==> src/rtl/xcorr_pkg.sv <==
// xcorr_pkg: shared types and width helpers for the cross-correlation engine.
// Holds the FSM state enum, clog2, and the accumulator width derivation.
package xcorr_pkg;

  typedef enum logic [1:0] {
    IDLE,
    RUN,
    DRAIN,
    FINISH
  } state_e;

  function automatic int clog2(input int v);
    int r;
    r = 0;
    for (int i = 0; i < 31; i++) begin
      if ((1 << i) < v) r = i + 1;
    end
    return r;
  endfunction

  // Full-precision product plus growth for WINDOW terms.
  function automatic int acc_width(input int dw, input int win);
    return 2 * dw + clog2(win);
  endfunction

endpackage

==> src/rtl/xcorr_lane.sv <==
// xcorr_lane: one other-channel lane: sample, multiply, accumulate, best-lag track.
// Ports: clk/reset, clr_i (run start), vld_i/last_i/fin_i/lag_i tags aligned with
// ref_i/oth_i data, best_off_o/best_sum_o final winning lag and sum.
module xcorr_lane
  import xcorr_pkg::*;
#(
  parameter int DATA_W = 16,
  parameter int WINDOW = 180,
  parameter int ADDR_W = 8,
  parameter int ACC_W  = acc_width(DATA_W, WINDOW)
) (
  input  logic                     clk,
  input  logic                     reset,
  input  logic                     clr_i,
  input  logic                     vld_i,
  input  logic                     last_i,
  input  logic                     fin_i,
  input  logic [ADDR_W-1:0]        lag_i,
  input  logic signed [DATA_W-1:0] ref_i,
  input  logic signed [DATA_W-1:0] oth_i,
  output logic [ADDR_W-1:0]        best_off_o,
  output logic signed [ACC_W-1:0]  best_sum_o
);

  localparam int PW = 2 * DATA_W;
  localparam logic signed [ACC_W-1:0] ACC_MIN =
    {1'b1, {(ACC_W-1){1'b0}}};

  logic signed [DATA_W-1:0] a_q, b_q;
  logic                     v2_q, l2_q, f2_q;
  logic [ADDR_W-1:0]        g2_q;
  logic signed [PW-1:0]     prod_q;
  logic                     v3_q, l3_q, f3_q;
  logic [ADDR_W-1:0]        g3_q;

  logic signed [ACC_W-1:0]  acc_q, acc_d;
  logic signed [ACC_W-1:0]  wbest_q, wbest_d;
  logic [ADDR_W-1:0]        woff_q, woff_d;
  logic signed [ACC_W-1:0]  bsum_q, bsum_d;
  logic [ADDR_W-1:0]        boff_q, boff_d;

  logic signed [ACC_W-1:0]  sum;
  logic                     gt;

  assign sum = acc_q + ACC_W'(prod_q);
  assign gt  = sum > wbest_q;

  // Working best is private; the visible best only moves at the
  // final lag so outputs hold their old values through a run.
  always_comb begin
    acc_d   = acc_q;
    wbest_d = wbest_q;
    woff_d  = woff_q;
    bsum_d  = bsum_q;
    boff_d  = boff_q;
    if (clr_i) begin
      acc_d   = '0;
      wbest_d = ACC_MIN;
      woff_d  = '0;
    end else if (v3_q) begin
      if (l3_q) begin
        acc_d = '0;
        if (gt) begin
          wbest_d = sum;
          woff_d  = g3_q;
        end
        if (f3_q) begin
          bsum_d = gt ? sum : wbest_q;
          boff_d = gt ? g3_q : woff_q;
        end
      end else begin
        acc_d = sum;
      end
    end
  end

  always_ff @(posedge clk) begin
    if (reset) begin
      a_q     <= '0;
      b_q     <= '0;
      v2_q    <= 1'b0;
      l2_q    <= 1'b0;
      f2_q    <= 1'b0;
      g2_q    <= '0;
      prod_q  <= '0;
      v3_q    <= 1'b0;
      l3_q    <= 1'b0;
      f3_q    <= 1'b0;
      g3_q    <= '0;
      acc_q   <= '0;
      wbest_q <= '0;
      woff_q  <= '0;
      bsum_q  <= '0;
      boff_q  <= '0;
    end else begin
      a_q     <= ref_i;
      b_q     <= oth_i;
      v2_q    <= vld_i;
      l2_q    <= last_i;
      f2_q    <= fin_i;
      g2_q    <= lag_i;
      prod_q  <= PW'(a_q) * PW'(b_q);
      v3_q    <= v2_q;
      l3_q    <= l2_q;
      f3_q    <= f2_q;
      g3_q    <= g2_q;
      acc_q   <= acc_d;
      wbest_q <= wbest_d;
      woff_q  <= woff_d;
      bsum_q  <= bsum_d;
      boff_q  <= boff_d;
    end
  end

  assign best_off_o = boff_q;
  assign best_sum_o = bsum_q;

endmodule

==> src/rtl/xcorr_engine.sv <==
// xcorr_engine: lag-search cross-correlation of NUM_OTHERS channels vs a reference.
// Ports: clk/reset, start/busy/done handshake, ref_addr/oth_addr buffer reads,
// ref_data/oth_data samples (1-cycle latency), best_offset/best_sum per lane.
module xcorr_engine
  import xcorr_pkg::*;
#(
  parameter int NUM_OTHERS = 2,
  parameter int DATA_W     = 16,
  parameter int WINDOW     = 180,
  parameter int MAX_DEV    = 30,
  parameter int ADDR_W     = 8
) (
  input  logic                      clk,
  input  logic                      reset,
  input  logic                      start,
  output logic                      busy,
  output logic                      done,
  output logic [ADDR_W-1:0]         ref_addr,
  output logic [ADDR_W-1:0]         oth_addr,
  input  logic signed [DATA_W-1:0]  ref_data,
  input  logic [NUM_OTHERS*DATA_W-1:0] oth_data,
  output logic [NUM_OTHERS*ADDR_W-1:0] best_offset,
  output logic signed [NUM_OTHERS*acc_width(DATA_W, WINDOW)-1:0] best_sum
);

  localparam int ACC_W = acc_width(DATA_W, WINDOW);
  localparam logic [ADDR_W-1:0] W_LAST = ADDR_W'(WINDOW - 1);
  localparam logic [ADDR_W-1:0] D_LAST = ADDR_W'(2 * MAX_DEV);
  localparam logic [ADDR_W-1:0] OFS    = ADDR_W'(MAX_DEV);

  state_e            state_q, state_d;
  logic [ADDR_W-1:0] w_q, w_d;
  logic [ADDR_W-1:0] d_q, d_d;
  logic [1:0]        dcnt_q, dcnt_d;
  logic              accept;

  logic              iss, ilast, ifin;
  logic              v1_q, l1_q, f1_q;
  logic [ADDR_W-1:0] g1_q;

  assign iss   = state_q == RUN;
  assign ilast = iss && (w_q == W_LAST);
  assign ifin  = ilast && (d_q == D_LAST);

  always_comb begin
    state_d = state_q;
    w_d     = w_q;
    d_d     = d_q;
    dcnt_d  = dcnt_q;
    accept  = 1'b0;
    unique case (state_q)
      IDLE: begin
        if (start) begin
          state_d = RUN;
          w_d     = '0;
          d_d     = '0;
          accept  = 1'b1;
        end
      end
      RUN: begin
        if (w_q == W_LAST) begin
          w_d = '0;
          if (d_q == D_LAST) begin
            state_d = DRAIN;
            dcnt_d  = '0;
          end else begin
            d_d = d_q + 1'b1;
          end
        end else begin
          w_d = w_q + 1'b1;
        end
      end
      DRAIN: begin
        dcnt_d = dcnt_q + 1'b1;
        if (dcnt_q == 2'd2) state_d = FINISH;
      end
      FINISH: state_d = IDLE;
    endcase
  end

  always_ff @(posedge clk) begin
    if (reset) begin
      state_q <= IDLE;
      w_q     <= '0;
      d_q     <= '0;
      dcnt_q  <= '0;
      v1_q    <= 1'b0;
      l1_q    <= 1'b0;
      f1_q    <= 1'b0;
      g1_q    <= '0;
    end else begin
      state_q <= state_d;
      w_q     <= w_d;
      d_q     <= d_d;
      dcnt_q  <= dcnt_d;
      v1_q    <= iss;
      l1_q    <= ilast;
      f1_q    <= ifin;
      g1_q    <= d_q;
    end
  end

  // Gating with reset drops the handshake in the reset cycle itself.
  assign busy = ~reset & ((state_q == RUN) | (state_q == DRAIN));
  assign done = ~reset & (state_q == FINISH);
  assign ref_addr = (iss && !reset) ? w_q + OFS : '0;
  assign oth_addr = (iss && !reset) ? w_q + d_q : '0;

  for (genvar k = 0; k < NUM_OTHERS; k++) begin : g_lane
    xcorr_lane #(
      .DATA_W(DATA_W),
      .WINDOW(WINDOW),
      .ADDR_W(ADDR_W),
      .ACC_W (ACC_W)
    ) u_lane (
      .clk       (clk),
      .reset     (reset),
      .clr_i     (accept),
      .vld_i     (v1_q),
      .last_i    (l1_q),
      .fin_i     (f1_q),
      .lag_i     (g1_q),
      .ref_i     (ref_data),
      .oth_i     (oth_data[k*DATA_W +: DATA_W]),
      .best_off_o(best_offset[k*ADDR_W +: ADDR_W]),
      .best_sum_o(best_sum[k*ACC_W +: ACC_W])
    );
  end

endmodule
==> config.mk <==
export PLATFORM = sky130hd
export DESIGN_NAME = xcorr_engine
export DESIGN_NICKNAME = d
export VERILOG_FILES = /design/src/rtl/xcorr_pkg.sv /design/src/rtl/xcorr_lane.sv /design/src/rtl/xcorr_engine.sv
export SDC_FILE = /design/constraint.sdc
export NUM_CORES = 2
export LEC_CHECK = 0
export CAP_MARGIN = 20
export CELL_PAD_IN_SITES_DETAIL_PLACEMENT = 1
export CELL_PAD_IN_SITES_GLOBAL_PLACEMENT = 1
export CORE_MARGIN = 2
export CORE_UTILIZATION = 45
export CTS_BUF_LIST = sky130_fd_sc_hd__clkbuf_4 sky130_fd_sc_hd__clkbuf_8
export CTS_CLUSTER_DIAMETER = 150
export DETAILED_ROUTE_END_ITERATION = 10
export HOLD_SLACK_MARGIN = 0.15
export MAX_ROUTING_LAYER = met4
export PLACE_DENSITY_LB_ADDON = 0.3
export SYNTH_ARGS = -nofsm -noshare
export SYNTH_HDL_FRONTEND = slang
export SYNTH_SLANG_ARGS = --single-unit
==> constraint.sdc <==
create_clock -name clk -period 5.9 [get_ports clk]
set_input_delay 0.59 -clock clk [delete_from_list [all_inputs] [get_ports clk]]
set_output_delay 0.59 -clock clk [all_outputs]
set_load 0.02 [all_outputs]
After elaboration in Yosys (flattened, before gate mapping)
Cells that the tools add are included.

word-level totals
  flip-flop bits (word level) = 437
  bits of input ports = 51
  output and inout port bits = 114
  word-level logic and storage cells = 107

operators by class
  add/sub/neg operators = 7
  $mul = 2
  $lt $le $gt $ge = 2
  equality and inequality tests = 11
  multiplexer cells = 30
  bitwise gates (word level) = 5
  reductions and logical operators = 17

operators with widths
  cell                                                                   count
  40-bit two-way mux                                                     10
  40-bit by 32-bit adder with 40-bit output                              2
  40-bit > comparator                                                    2
  16-bit by 16-bit multiplier with 32-bit output                         2
  8-bit two-way mux                                                      8
  8-bit one-hot mux with 2 select lines                                  2
  8-bit by 1-bit adder with 8-bit output, second input constant          2
  2-bit two-way mux                                                      6
  4-bit AND reduction                                                    3
  8-bit by 5-bit adder with 8-bit output, second input constant          1
  8-bit adder                                                            1
  8-bit by 6-bit equality test with 1-bit output, second input constant  1
  8-bit equality test, second input constant                             1
  2-bit one-hot mux with 4 select lines                                  1
  2-bit nonzero test                                                     4
  2-bit equality test, second input constant                             3
  2-bit != test, second input constant                                   3
  2-bit AND reduction                                                    3
  2-bit by 1-bit != test with 1-bit output, second input constant        2
  2-bit one-hot mux with 2 select lines                                  1
  1-bit logical AND                                                      3
  3-bit AND reduction                                                    1
  2-bit by 1-bit adder with 2-bit output, second input constant          1
  1-bit bitwise AND                                                      2
  7 further kinds                                                        9

Longest topological paths before layout
  depth after elaboration = 6
  gate-level depth with buffers = 26

By module
From an unflattened synthesis, not the netlist that was laid out.

second synthesis, totals
  cells, all modules = 4906
  area, all modules = 43095.1 um^2

by module, submodules not included
  module                         times used  cells an instance  area an instance (um^2)
  xcorr_lane (g_lane[0].u_lane)  1           2343               20778.7
  xcorr_lane (g_lane[1].u_lane)  1           2325               20288.2
  xcorr_engine                   1           238                2028.2

Least setup slack after synthesis
No wires, ideal clock.

  path kind = register -> register
  from = register g_lane[0].u_lane.b_q[7]
  to = register g_lane[0].u_lane.prod_q[31]
  arrival time = 6.122 ns
  setup slack = -0.350 ns
  stages on the path, launching flop included = 24
  buffers on the path = 1
  path through = dfxtp_1 clkbuf_1 nand2_1 fa_1 inv_1 fa_1 inv_1 fa_1 inv_1 fa_1 fa_1 inv_1 fa_1 inv_1 ha_1 a21o_1 a221oi_1 nor2_1 o311ai_1 a21boi_1 a2111oi_0 o31ai_1 xnor2_1 nor2_1

on the way
  longest elaborated chain between the ends = 1

ends and longest elaborated chain
  what                                            line               text
  from (decl)                                     xcorr_lane.sv:29   logic signed [DATA_W-1:0] a_q, b_q;
  from (signal assigned)                          xcorr_lane.sv:97   b_q <= oth_i;
  16-bit by 16-bit multiplier with 32-bit output  xcorr_lane.sv:102  prod_q <= PW'(a_q) * PW'(b_q);
  to (signal assigned)                            xcorr_lane.sv:102
  to (decl)                                       xcorr_lane.sv:32   logic signed [PW-1:0] prod_q;

Every way passes these cells.
A chain may end at the register's enable or synchronous reset.

Worst setup path after layout
  from = register g_lane[1].u_lane.a_q[5]
  to = register g_lane[1].u_lane.prod_q[31]

on the way
  longest elaborated chain between the ends = 1

ends and longest elaborated chain
  what                                            line               text
  from (decl)                                     xcorr_lane.sv:29
  from (signal assigned)                          xcorr_lane.sv:96   a_q <= ref_i;
  16-bit by 16-bit multiplier with 32-bit output  xcorr_lane.sv:102
  to (signal assigned)                            xcorr_lane.sv:102
  to (decl)                                       xcorr_lane.sv:32

Every way passes these cells.

==> run_results.csv <==
group,metric,value,unit
placed_design,dpl_cell_area,46570,µm²
synth,synth_largest_area_cell,"fa_1",
floorplanning,initial_core_util,45.33,%
timing,worst_slew_pin_slew,1016,ps
floorplanning,die_width,307.4,µm
cts,clockBufferDepth,3,
power,power_density,308.8,nW/µm²
floorplanning,ios,165,
synth,synthXorXnorAreaFrac,3.361,%
route,via_count,34540,
job,drv_cap,0,
cts,cts_root_buffer,"clkbuf_8",
synth,synth_top_family_by_area,"adder cells",
layout,nFillCells,10590,
synth,syn-num-nets,5664,
synth,synth-async-reset-ratio,0,%
setup_path,critPathKind,"reg -> reg",
setup_path,crit_arrival,6830,ps
synth,synth-simple-area-share,16.82,%
floorplanning,core.rowCount,111,
cts,clkTransAtPathRegs,70,ps
route,firstDrtPassIters,5,
synth,netlist_area,41430,µm²
grt,first_global_vias,37630,
synth,synth_top_area_share,25.47,%
synth,synth_compound_gate_area_share,13.03,%
synth,yosysUniqueCellTypes,91,
power,finalPower,15.30,mW
floorplanning,fp.dieH,307.4,µm
cts,cts_tree,"built",
timing,maxSlewViolCount,0,
layout,fin_util,54.19,%
cts,cts-htree-levels,3,
timing,fin_ws,-300.9,ps
timing,worst_hold_slack,354.8,ps
route,drt_iter0_drc,1855,
setup_path,crit_start,"g_lane[1].u_lane.a_q[5]$_SDFF_PP0_",
layout,area_delta_synth_final,19.54,%
route,wl_per_cell,20.09,µm
timing,period_share,105.1,%
setup_path,cp.required,6530,ps
placed_design,placed_cells,6210,
outcome,outcome,"finished, violations left",
synth,synthAdderAreaFrac,35.70,%
synth,synth_area_leaders,"fa_1 (25%), dfxtp_1 (21%), ha_1 (10%)",
timing,finalClockSkew,54.86,ps
power,ir_drop,0.2408,mV
route,drtAntennaViolNets,0,
grt,grt_max_degree,131,
timing,max_freq,161.3,MHz
setup_path,cp_max_fo,4,
timing,slew_headroom,32.24,%
layout,drive_gt1_share,14.10,%
route,viasPerCell,5.403,
timing,hold_viol,0,
synth,synth-seq-cells,437,
layout,instances_no_fill,6394,
synth,synth_area_per_cell,8.727,µm²
outcome,violations,"setup timing",
timing,setup_tns,-2966,ps
min_path,holdCritStartpoint,"reset",
setup_path,worstReg2RegStart,"g_lane[1].u_lane.a_q[5]$_SDFF_PP0_",
placed_design,numPortBuffers,164,
grt,grt_antenna_before_repair,1,
grt,grt.busiest_layer,"met2",
synth,synthMuxAreaShare,1.311,%
placed_design,post-dp-hpwl,99890,µm
synth,synthFlopType,"dfxtp_1",
synth,synth_enable_flop_cells,0,
timing,rsz0062_at_grt,"true",
synth,ys_seq_area_share,21.12,%
placed_design,place_congestion,0.9094,
route,drc,0,
synth,synth_warnings,0,
power,p_leak,22.84,nW
timing,finalSetupViolations,20,
floorplanning,core,91390,µm²
synth,syn_inst,4747,
grt,grt.overflow.total,0,
setup_path,critPathCaptureType,"flop",
cts,clk_latency,750,ps
cts,cts_made_buffers,80,
grt,globalRouteMet1Util,35.54,%
placed_design,dp_slack,-513.6,ps
min_path,hp-class,"in -> reg",
cts,cts_num_sinks,437,
timing,period_needed,6201,ps
grt,use_met2,45.76,%
layout,fin_nets,6061,
floorplanning,dieArea,94510,µm²
grt,track_usage,27.59,%
grt,grt_pass1_wl,202500,µm
grt,met3_usage,3.351,%
layout,final_cell_area,49520,µm²
route,drt_wl_total,128500,µm
setup_path,cp-start-kind,"flop",
[critical path, cell delays in order, from the launching register on]
cell and delay, ps:
dfxtp_4 400, buf_6 130, nand2_1 80, fa_1 520, inv_1 70, fa_1 510, inv_1 60, fa_1 540
inv_1 70, fa_1 470, fa_1 490, inv_1 50, fa_1 470, inv_1 60, ha_4 270, and2_4 140
and3_4 190, nand4b_1 160, a211oi_2 370, o21ai_2 100, a211oi_2 310, nor3_2 80, or4_1 470, o21ai_1 80
[final timing paths]
check / to / slack, ps / cells after the start
setup / recovery: g_lane[1].u_lane.prod_q[31]$_SDFF_PP0_ / -300 / 23
hold / removal: g_lane[1].u_lane.prod_q[29]$_SDFF_PP0_ / 350 / 2
setup reg to reg: g_lane[1].u_lane.prod_q[31]$_SDFF_PP0_ / -300 / 23
hold reg to reg: g_lane[1].u_lane.g2_q[5]$_SDFF_PP0_ / 440 / 1
[repair_timing]
item                       4_1_cts  5_1_grt
setup buffers                   16       24
setup endpoints to repair       22      201
pin swaps                       80       74
hold buffers                     0        0
gates cloned                     0        2
gates resized for setup        120      110
[report_power, final]
| group | switching, mW | internal (mW) |
|---|---|---|
| Combinational | 5.06 | 3.72 |
| Clock | 1.42 | 1.77 |
| Sequential | 0.175 | 3.15 |
| Total | 6.66 | 8.64 |
[cells in the final DEF, fill, tap and decap left out, types with 90 or more instances in the layout]
| cell | Yosys | layout |
|---|---|---|
| xnor2_1 | 91 | 90 |
| buf_4 | 2 | 327 |
| nor2_1 | 344 | 333 |
| clkdlybuf4s50_1 | 0 | 163 |
| inv_1 | 721 | 696 |
| o21ai_0 | 122 | 107 |
| ha_1 | 339 | 323 |
| and2_1 | 262 | 249 |
| fa_1 | 527 | 509 |
| a21oi_1 | 239 | 227 |
| dfxtp_1 | 437 | 408 |
| nor2b_1 | 99 | 98 |
| clkbuf_8 | 0 | 102 |
| nand2_1 | 522 | 514 |
[cell type report]
cell class,instances,area (µm²),share of cell area [%]
diodes,2,5.005,0.01011
clock buffers,126,1578,3.186
clock inverters,18,172.7,0.3487
inverters,721,2706,5.465
multi-input cells,3365,29880,60.34
flip-flops and latches,437,8812,17.79
well taps,1186,1484,2.996
repair buffers,539,4885,9.863
[state kept, by name (all words and copies together) (netlist names), 2 cells and up]
| name | cells |
|---|---|
| g_lane.u_lane.g2_q | 8 |
| dcnt_q | 2 |
| g_lane.u_lane.best_sum_o | 80 |
| state_q | 2 |
| w_q | 8 |
| g_lane.u_lane.b_q | 32 |
| g_lane.u_lane.wbest_q | 80 |
| g_lane.u_lane.woff_q | 16 |
| g1_q | 8 |
| g_lane.u_lane.best_off_o | 16 |
| d_q | 8 |
| g_lane.u_lane.prod_q | 64 |
| g_lane.u_lane.acc_q | 80 |
| g_lane.u_lane.g3_q | 8 |
| g_lane.u_lane.a_q | 16 |
[routing by layer]
layer,wire length (µm),share of wire (%),vias to the layer above
li1,-,-,16130
met1,57700,45,17410
met2,62390,49,766
met3,5300,4.1,240
met4,3081,2.4,0
met5,0,0,-
[cell usage after synthesis (9+ instances only)]
| master | number |
|---|---|
| clkbuf_1 | 195 |
| fa_1 | 527 |
| buf_2 | 20 |
| o21ai_1 | 16 |
| dfxtp_1 | 437 |
| and2_1 | 262 |
| o211ai_1 | 31 |
| xnor2_1 | 91 |
| ha_1 | 339 |
| nor2_1 | 344 |
| o21ai_0 | 122 |
| nor3_1 | 34 |
| nand2_1 | 522 |
| nand2b_1 | 20 |
| a22oi_1 | 69 |
| and3_1 | 34 |
| a211oi_1 | 50 |
| xor2_1 | 68 |
| a21oi_1 | 239 |
| o21bai_1 | 16 |
| o22ai_1 | 9 |
| a311oi_1 | 40 |
| nor2b_1 | 99 |
| mux2i_1 | 52 |
| inv_1 | 721 |
| o21a_1 | 15 |
| or3_1 | 16 |
| a31oi_1 | 33 |
| nand3_1 | 74 |
| nand4_1 | 26 |
| a21o_1 | 80 |
[cells by family after synthesis]
group | Yosys count
XOR/XNOR | 159
multiplexers | 54
flip-flops | 437
AO/OA/AOI/OAI | 817
adder cells (fa/ha/maj) | 866
buffers and inverters | 945
AND/OR/NAND/NOR | 1469
Note: power is estimated with default switching activity, not from simulation.
